<file path="src/rtl/cardinal_nic_fifo.sv">
// rtl/cardinal_nic_fifo.sv - PE-facing NIC with independent input and output packet FIFOs
module cardinal_nic_fifo #(
   parameter int PAC_WIDTH = 64,
   parameter int DEPTH     = 4
) (
   input  logic                 clk,
   input  logic                 reset,
   input  logic [0:1]           addr,
   input  logic [0:PAC_WIDTH-1] d_in,
   output logic [0:PAC_WIDTH-1] d_out,
   input  logic                 nicEn,
   input  logic                 nicWrEn,
   input  logic                 net_si,
   output logic                 net_ri,
   input  logic [0:PAC_WIDTH-1] net_di,
   output logic                 net_so,
   input  logic                 net_ro,
   output logic [0:PAC_WIDTH-1] net_do,
   input  logic                 net_polarity
);

   localparam int CNT_W = $clog2(DEPTH) + 1;
   localparam int PTR_W = $clog2(DEPTH);
   localparam logic [CNT_W-1:0] FULL_CNT = CNT_W'(DEPTH);
   localparam logic [PTR_W-1:0] PTR_ONE  = PTR_W'(1);
   localparam logic [CNT_W-1:0] CNT_ONE  = CNT_W'(1);

   // Register map selects
   localparam logic [0:1] ADDR_IN_DATA  = 2'b00;
   localparam logic [0:1] ADDR_IN_STAT  = 2'b01;
   localparam logic [0:1] ADDR_OUT_DATA = 2'b10;
   localparam logic [0:1] ADDR_OUT_STAT = 2'b11;

   // Input FIFO (network -> PE)
   logic [0:PAC_WIDTH-1] r_in_mem [DEPTH];
   logic [PTR_W-1:0]     r_in_rd;
   logic [PTR_W-1:0]     r_in_wr;
   logic [CNT_W-1:0]     r_in_cnt;
   logic                 r_in_udf;

   // Output FIFO (PE -> network)
   logic [0:PAC_WIDTH-1] r_out_mem [DEPTH];
   logic [PTR_W-1:0]     r_out_rd;
   logic [PTR_W-1:0]     r_out_wr;
   logic [CNT_W-1:0]     r_out_cnt;
   logic                 r_out_ovf;

   logic                 w_pe_rd;
   logic                 w_pe_wr;
   logic                 w_in_empty;
   logic                 w_in_full;
   logic                 w_out_empty;
   logic                 w_out_full;
   logic                 w_in_push;
   logic                 w_in_pop;
   logic                 w_in_udf_evt;
   logic                 w_in_stat_rd;
   logic                 w_out_push;
   logic                 w_out_pop;
   logic                 w_out_ovf_evt;
   logic                 w_out_stat_rd;
   logic [0:PAC_WIDTH-1] w_in_head;
   logic [0:PAC_WIDTH-1] w_out_head;
   logic [0:PAC_WIDTH-1] w_in_status;
   logic [0:PAC_WIDTH-1] w_out_status;

   assign w_pe_rd = nicEn && !nicWrEn;
   assign w_pe_wr = nicEn &&  nicWrEn;

   assign w_in_empty  = (r_in_cnt  == '0);
   assign w_in_full   = (r_in_cnt  == FULL_CNT);
   assign w_out_empty = (r_out_cnt == '0);
   assign w_out_full  = (r_out_cnt == FULL_CNT);

   // Ready depends only on registered occupancy so the router never sees a combinational loop
   assign net_ri = !w_in_full;

   assign w_in_push     = net_si && net_ri;
   assign w_in_pop      = w_pe_rd && (addr == ADDR_IN_DATA) && !w_in_empty;
   assign w_in_udf_evt  = w_pe_rd && (addr == ADDR_IN_DATA) &&  w_in_empty;
   assign w_in_stat_rd  = w_pe_rd && (addr == ADDR_IN_STAT);

   // A full FIFO refuses the write even if the router drains it this cycle
   assign w_out_push    = w_pe_wr && (addr == ADDR_OUT_DATA) && !w_out_full;
   assign w_out_ovf_evt = w_pe_wr && (addr == ADDR_OUT_DATA) &&  w_out_full;
   assign w_out_stat_rd = w_pe_rd && (addr == ADDR_OUT_STAT);

   assign w_in_head  = w_in_empty  ? '0 : r_in_mem[r_in_rd];
   assign w_out_head = w_out_empty ? '0 : r_out_mem[r_out_rd];

   assign net_do = w_out_head;

   // Only send packets whose VC bit differs from the current router polarity; nothing leaves during reset
   assign net_so    = reset && net_ro && !w_out_empty && (w_out_head[0] != net_polarity);
   assign w_out_pop = net_so;

   // Input status word: non-empty flag in the last bit, count just above it, underflow in bit 0
   always_comb begin
      w_in_status = '0;
      w_in_status[PAC_WIDTH-1] = !w_in_empty;
      w_in_status[PAC_WIDTH-1-CNT_W:PAC_WIDTH-2] = r_in_cnt;
      w_in_status[0] = r_in_udf;
   end

   // Output status word: full flag in the last bit, count just above it, overflow in bit 0
   always_comb begin
      w_out_status = '0;
      w_out_status[PAC_WIDTH-1] = w_out_full;
      w_out_status[PAC_WIDTH-1-CNT_W:PAC_WIDTH-2] = r_out_cnt;
      w_out_status[0] = r_out_ovf;
   end

   // PE register read mux; anything other than a read returns zero
   always_comb begin
      d_out = '0;
      if (w_pe_rd) begin
         case (addr)
            ADDR_IN_DATA:  d_out = w_in_head;
            ADDR_IN_STAT:  d_out = w_in_status;
            ADDR_OUT_STAT: d_out = w_out_status;
            default:       d_out = '0;
         endcase
      end
   end

   // Input FIFO storage; contents are don't-care once the count says empty, so no reset
   always_ff @(posedge clk) begin
      if (reset && w_in_push) begin
         r_in_mem[r_in_wr] <= net_di;
      end
   end

   // Input FIFO pointers and occupancy
   always_ff @(posedge clk) begin
      if (!reset) begin
         r_in_rd  <= '0;
         r_in_wr  <= '0;
         r_in_cnt <= '0;
      end else begin
         if (w_in_push) begin
            r_in_wr <= r_in_wr + PTR_ONE;
         end
         if (w_in_pop) begin
            r_in_rd <= r_in_rd + PTR_ONE;
         end
         case ({w_in_push, w_in_pop})
            2'b10:   r_in_cnt <= r_in_cnt + CNT_ONE;
            2'b01:   r_in_cnt <= r_in_cnt - CNT_ONE;
            default: r_in_cnt <= r_in_cnt;
         endcase
      end
   end

   // Sticky underflow: a new empty read wins over the clear-on-status-read
   always_ff @(posedge clk) begin
      if (!reset) begin
         r_in_udf <= 1'b0;
      end else if (w_in_udf_evt) begin
         r_in_udf <= 1'b1;
      end else if (w_in_stat_rd) begin
         r_in_udf <= 1'b0;
      end
   end

   // Output FIFO storage; written only on an accepted PE write
   always_ff @(posedge clk) begin
      if (reset && w_out_push) begin
         r_out_mem[r_out_wr] <= d_in;
      end
   end

   // Output FIFO pointers and occupancy
   always_ff @(posedge clk) begin
      if (!reset) begin
         r_out_rd  <= '0;
         r_out_wr  <= '0;
         r_out_cnt <= '0;
      end else begin
         if (w_out_push) begin
            r_out_wr <= r_out_wr + PTR_ONE;
         end
         if (w_out_pop) begin
            r_out_rd <= r_out_rd + PTR_ONE;
         end
         case ({w_out_push, w_out_pop})
            2'b10:   r_out_cnt <= r_out_cnt + CNT_ONE;
            2'b01:   r_out_cnt <= r_out_cnt - CNT_ONE;
            default: r_out_cnt <= r_out_cnt;
         endcase
      end
   end

   // Sticky overflow: a new dropped write wins over the clear-on-status-read
   always_ff @(posedge clk) begin
      if (!reset) begin
         r_out_ovf <= 1'b0;
      end else if (w_out_ovf_evt) begin
         r_out_ovf <= 1'b1;
      end else if (w_out_stat_rd) begin
         r_out_ovf <= 1'b0;
      end
   end

endmodule

</file>
<file path="config.mk">
export PLATFORM = sky130hd
export DESIGN_NAME = cardinal_nic_fifo
export DESIGN_NICKNAME = d
export VERILOG_FILES = /design/src/rtl/cardinal_nic_fifo.sv
export SDC_FILE = /design/constraint.sdc
export NUM_CORES = 1
export LEC_CHECK = 0
export ABC_AREA = 1
export CELL_PAD_IN_SITES_DETAIL_PLACEMENT = 1
export CELL_PAD_IN_SITES_GLOBAL_PLACEMENT = 1
export CORE_MARGIN = 5
export CORE_UTILIZATION = 48
export CTS_CLUSTER_DIAMETER = 30
export DETAILED_ROUTE_END_ITERATION = 6
export DONT_BUFFER_PORTS = 1
export MAX_ROUTING_LAYER = met4
export PLACE_DENSITY_LB_ADDON = 0.1
export SLEW_MARGIN = 10
export SYNTH_ARGS = -nofsm -noshare
export SYNTH_HDL_FRONTEND = slang
export SYNTH_SLANG_ARGS = --single-unit
</file>
<file path="constraint.sdc">
create_clock -name clk -period 4.6 [get_ports clk]
set_input_delay 0.69 -clock clk [delete_from_list [all_inputs] [get_ports clk]]
set_output_delay 0.69 -clock clk [all_outputs]
set_load 0.005 [all_outputs]
</file>
Word-level counts from Yosys, hierarchy flattened
Memory sizes are Yosys's and may differ from the RTL's. A register that Yosys moved wholly into a read port is not among the register bits. Index checks and enable logic that the tools add are counted. Widths: inputs -> output; s select.

Register bits: 16. Memory bits (writable): 512. Input bits: 137. Logic and storage cells: 74. Memories: 2.

Memory list: r_in_mem (words 4, bits a word 64, read ports 1, clocked after memory_dff 1, wr ports 1, line 35) `logic [0:PAC_WIDTH-1] r_in_mem [DEPTH];`; r_out_mem (words 4, bits a word 64, read ports 1, clocked after memory_dff 1, wr ports 1, line 42) `logic [0:PAC_WIDTH-1] r_out_mem [DEPTH];`.

Add/sub/neg operators: 8. Equality and inequality tests: 10. Muxes and demuxes: 18. Reduce and logical (&&, ||, !) cells: 28.

Operator list (number): $mux 64 (3); $pmux 64 s3 (1); $logic_and 1x1->1 (16); $pmux 3 s2 (2); $add 2x1->2 const B (4); $eq 2x2->1 const B (4); $mux 1 (8); $mux 2 (4); $reduce_bool 2->1 (4); $add 3x1->3 const B (2); $eq 2x1->1 const B (3); $eq 3x3->1 const B (2); $logic_not 3->1 (2); $sub 3x1->3 const B (2); $logic_not 1->1 (5); $logic_not 2->1 (1); $ne 1x1->1 (1).

Longest topological paths before layout
Depth after elaboration: 6. Mapped depth: 15. Depth with buffers taken out: 14.

Worst setup path after synthesis
OpenSTA, ideal clock, no wires.

Path type: in2reg. From: input port addr[1] (netlist bit). To: memory r_out_mem[0][0] (netlist bit), enable pin. Library setup time: 0.486 ns. Arrival: 3.749 ns. Required time: 4.114 ns. Path slack: 0.365 ns. Stages: 5. Buffers on the path: 0. Path through: inv_1 > nand2_1 > nor2_1 > nand3_1 > nor2_1.

Word-level cells in the longest chain between the ends: 6.

RTL lines: from (decl) (line 8) `input logic [0:1] addr,`; $eq 2x2->1 (line 84) `assign w_out_push = w_pe_wr && (addr == ADDR_OUT_DATA) && !w_out_full;`; $logic_and 1x1->1 (2 in series) (line 84); $logic_and 1x1->1 (line 167) `if (reset && w_out_push) begin`; $mux 1 (line 167); $mux 1 (not written as such) (line 168) `r_out_mem[r_out_wr] <= d_in;`; to (decl) (line 42).

No other way between the ends.

==> results.yml <==
die:
  dieArea_mm2: 0.0478
  core_area_mm2: 0.0431
  die_w_um: 219
  start_util_pct: 48.5
  fp.dieH_um: 219
  fp-row-count: 76
  ios: 267
setup_path:
  crit_type: "flip-flop to output pin"
  cp.required_ps: 3910
  crit_path_max_fanout: 76
  ff2ff_setup_slack_ps: 1490
  end_kind: "output pin"
  critPathLaunchType: "flip-flop"
  arrival_ps: 2950
hold_path:
  hp-class: "primary input to flip-flop"
synthesis:
  yosys.area.top_type_share_pct: 73.7
  yosys_warnings: 0
  syn_area_mm2: 0.0209
  synth-async-reset-ratio_pct: 0
  synth_edf_count: 512
  yosys-top-cells-count: "nor2_1, edfxtp_1, o21ai_0, a21oi_1, inv_1"
  synth_most_common_cell: "nor2_1"
  synth-seq-cells: 532
  synth-main-ff-cell: "edfxtp_1"
  synthCells: 1666
  ys_top_cells_by_area: "edfxtp_1, nor2_1, o21ai_0"
  synth_area_leader_cell: "edfxtp_1"
  synth.distinct_cells: 28
  synth-seq-area-share_pct: 75.6
  syn_avg_cell_area_um2: 12.5
  syn_nets: 1815
clock_network:
  numCtsBuffers: 113
  clock-sinks: 532
  cts_repair_resize_count: 0
  htreeDepth: 3
  hold_buffers: 0
  clock_path_buffers: 3
  clock_latency_ps: 630
  post_cts_buffers: 0
  clk_pin_slew_ps: 50
  cts_root_buffer: "clkbuf_16"
  cts_tree: "done"
route:
  wire_per_inst_um: 22.4
  drc: 0
  vias: 13026
  drtIter0Drc: 672
  viasPerCell: 5.47
  ant_nets: 0
  wl_um: 53300
  firstDrtPassIters: 5
timing:
  post-route-period-util_pct: 79.2
  slew_violations: 0
  period_minus_slack_ps: 3640
  worstMarginPinSlew_ps: 1030
  setup_viol: 0
  hold_viol: 0
  relSlewSlack_pct: 31.6
  fin_skew_ps: 18.0
  final.setup.tns_ps: 0
  rsz0062_at_grt: "false"
  fmax_mhz: 274
global_routing:
  grt_max_degree: 97
  grt_pass1_wl_um: 81900
  antenna_found_initial: 0
  grt_overflow: 0
  grt_pass1_vias: 14274
  grtUsageTotal_pct: 23.0
flow_run:
  max_cap_violations: 0
power:
  swShare_pct: 20.0
  seq_power_share_pct: 39.6
  p_per_area_mw_per_mm2: 545
  pwr-share-comb_pct: 2.2
  power_leakage_nw: 8.60
  irDropWorstVdd_v: 0.000410
  p_int_w: 0.0110
  p_sw_w: 0.00274
  pwr-share-clk_pct: 58.2
finish:
  final_nets: 1853
  area_growth_pct: 20.8
  drive_above_1_share_pct: 12.7
  fin_util_pct: 58.6
  n_antenna_cell: 0
  design_area_mm2: 0.0252
place:
  placed_cell_area_mm2: 0.0214
  portBuffers: 0
  place.gp.congestion: 0.770
  dp_hpwl_um: 29400
run_status:
  status: "finished, final reports clean"
==> per-layer routing <==
metal,GRT usage [%],share of wire (%),up-vias
met5,-,0,-
met4,7.91,2.2,0
met3,8.19,7.9,80
met2,39.5,52,315
met1,24.7,38,6607
li1,-,-,6024
==> cells by family after synthesis <==
logic type,after synthesis,share of synthesized area (%)
AOI/OAI and AO/OA,422,10.4
xor gates and xnor gates,1,0.0420
adders and majority gates,12,0.791
buffers and inverters,138,2.90
DFF,532,75.6
and+or+nand+nor,561,10.3
==> through the flow <==
step	setup WS, ps	total power, W	instances	hold WS, ps
2_1_floorplan	365	0.00573	1666	436
3_3_place_gp	1570	0.00582	2174	440
3_5_place_dp	1520	0.00583	2174	451
4_1_cts	885	0.0139	2383	117
5_1_grt	719	0.0142	2383	124
6_report	956	0.0137	2383	152
==> layout make-up <==
cell class                      count  area, um2
Fill cell                        4214      17800
Clock inverter                     80        893
Inverter                           42        159
Sequential cell                   532      15800
Timing Repair Buffer               19        168
Clock buffer                      129       2930
Tap cell                          585        732
Multi-Input combinational cell    996       4560
==> power groups by stage <==
stage	combinational, W	sequential [W]	clock, W
final	0.000301	0.00545	0.00800
after global routing	0.000338	0.00545	0.00844
after CTS	0.000309	0.00545	0.00812
after detailed placement	0.000305	0.00553	0
after global placement	0.000296	0.00552	0
after floorplan	0.000215	0.00552	0
==> layout by cell type, fill, tap and decap left out, types with 4 or more instances in the layout <==
cell type,n
dfxtp_1,16
nor2_1,511
clkinvlp_4,14
nor2_4,10
buf_4,17
nand3_1,13
inv_6,4
inv_2,4
a21oi_1,132
clkinv_4,4
o21ai_0,270
ha_1,10
clkinv_2,23
clkbuf_1,14
a21oi_2,10
bufinv_16,18
clkbuf_16,115
clkinv_1,18
edfxtp_1,512
inv_1,37
nand2_1,19
o22ai_1,8
==> final timing paths <==
kind | startpoint | cells past startpoint | endpoint
setup / recovery | flip-flop | 5 | net_do[9]
hold reg to reg | r_in_rd[1] | 2 | flip-flop
setup reg to reg | r_out_cnt[0] | 13 | r_out_cnt[2]
hold / removal | net_di[40] | 0 | r_in_mem[1][23]
==> state kept, by name, summed over array words and instances (netlist names), named ones only <==
name	cells
r_in_cnt	3
r_out_wr	2
r_out_cnt	3
r_out_rd	2
r_in_udf	1
r_in_mem	256
r_out_mem	256
r_in_rd	2
r_in_wr	2
r_out_ovf	1
==> critical path, cell delays in order (launching register included) <==
cell and delay (ps):
dfxtp_4 890, buf_4 630, nor2_1 120, nor2_1 110, o21ai_0 110, a21oi_1 400
No activity file was read; power rests on OpenSTA's default activity.
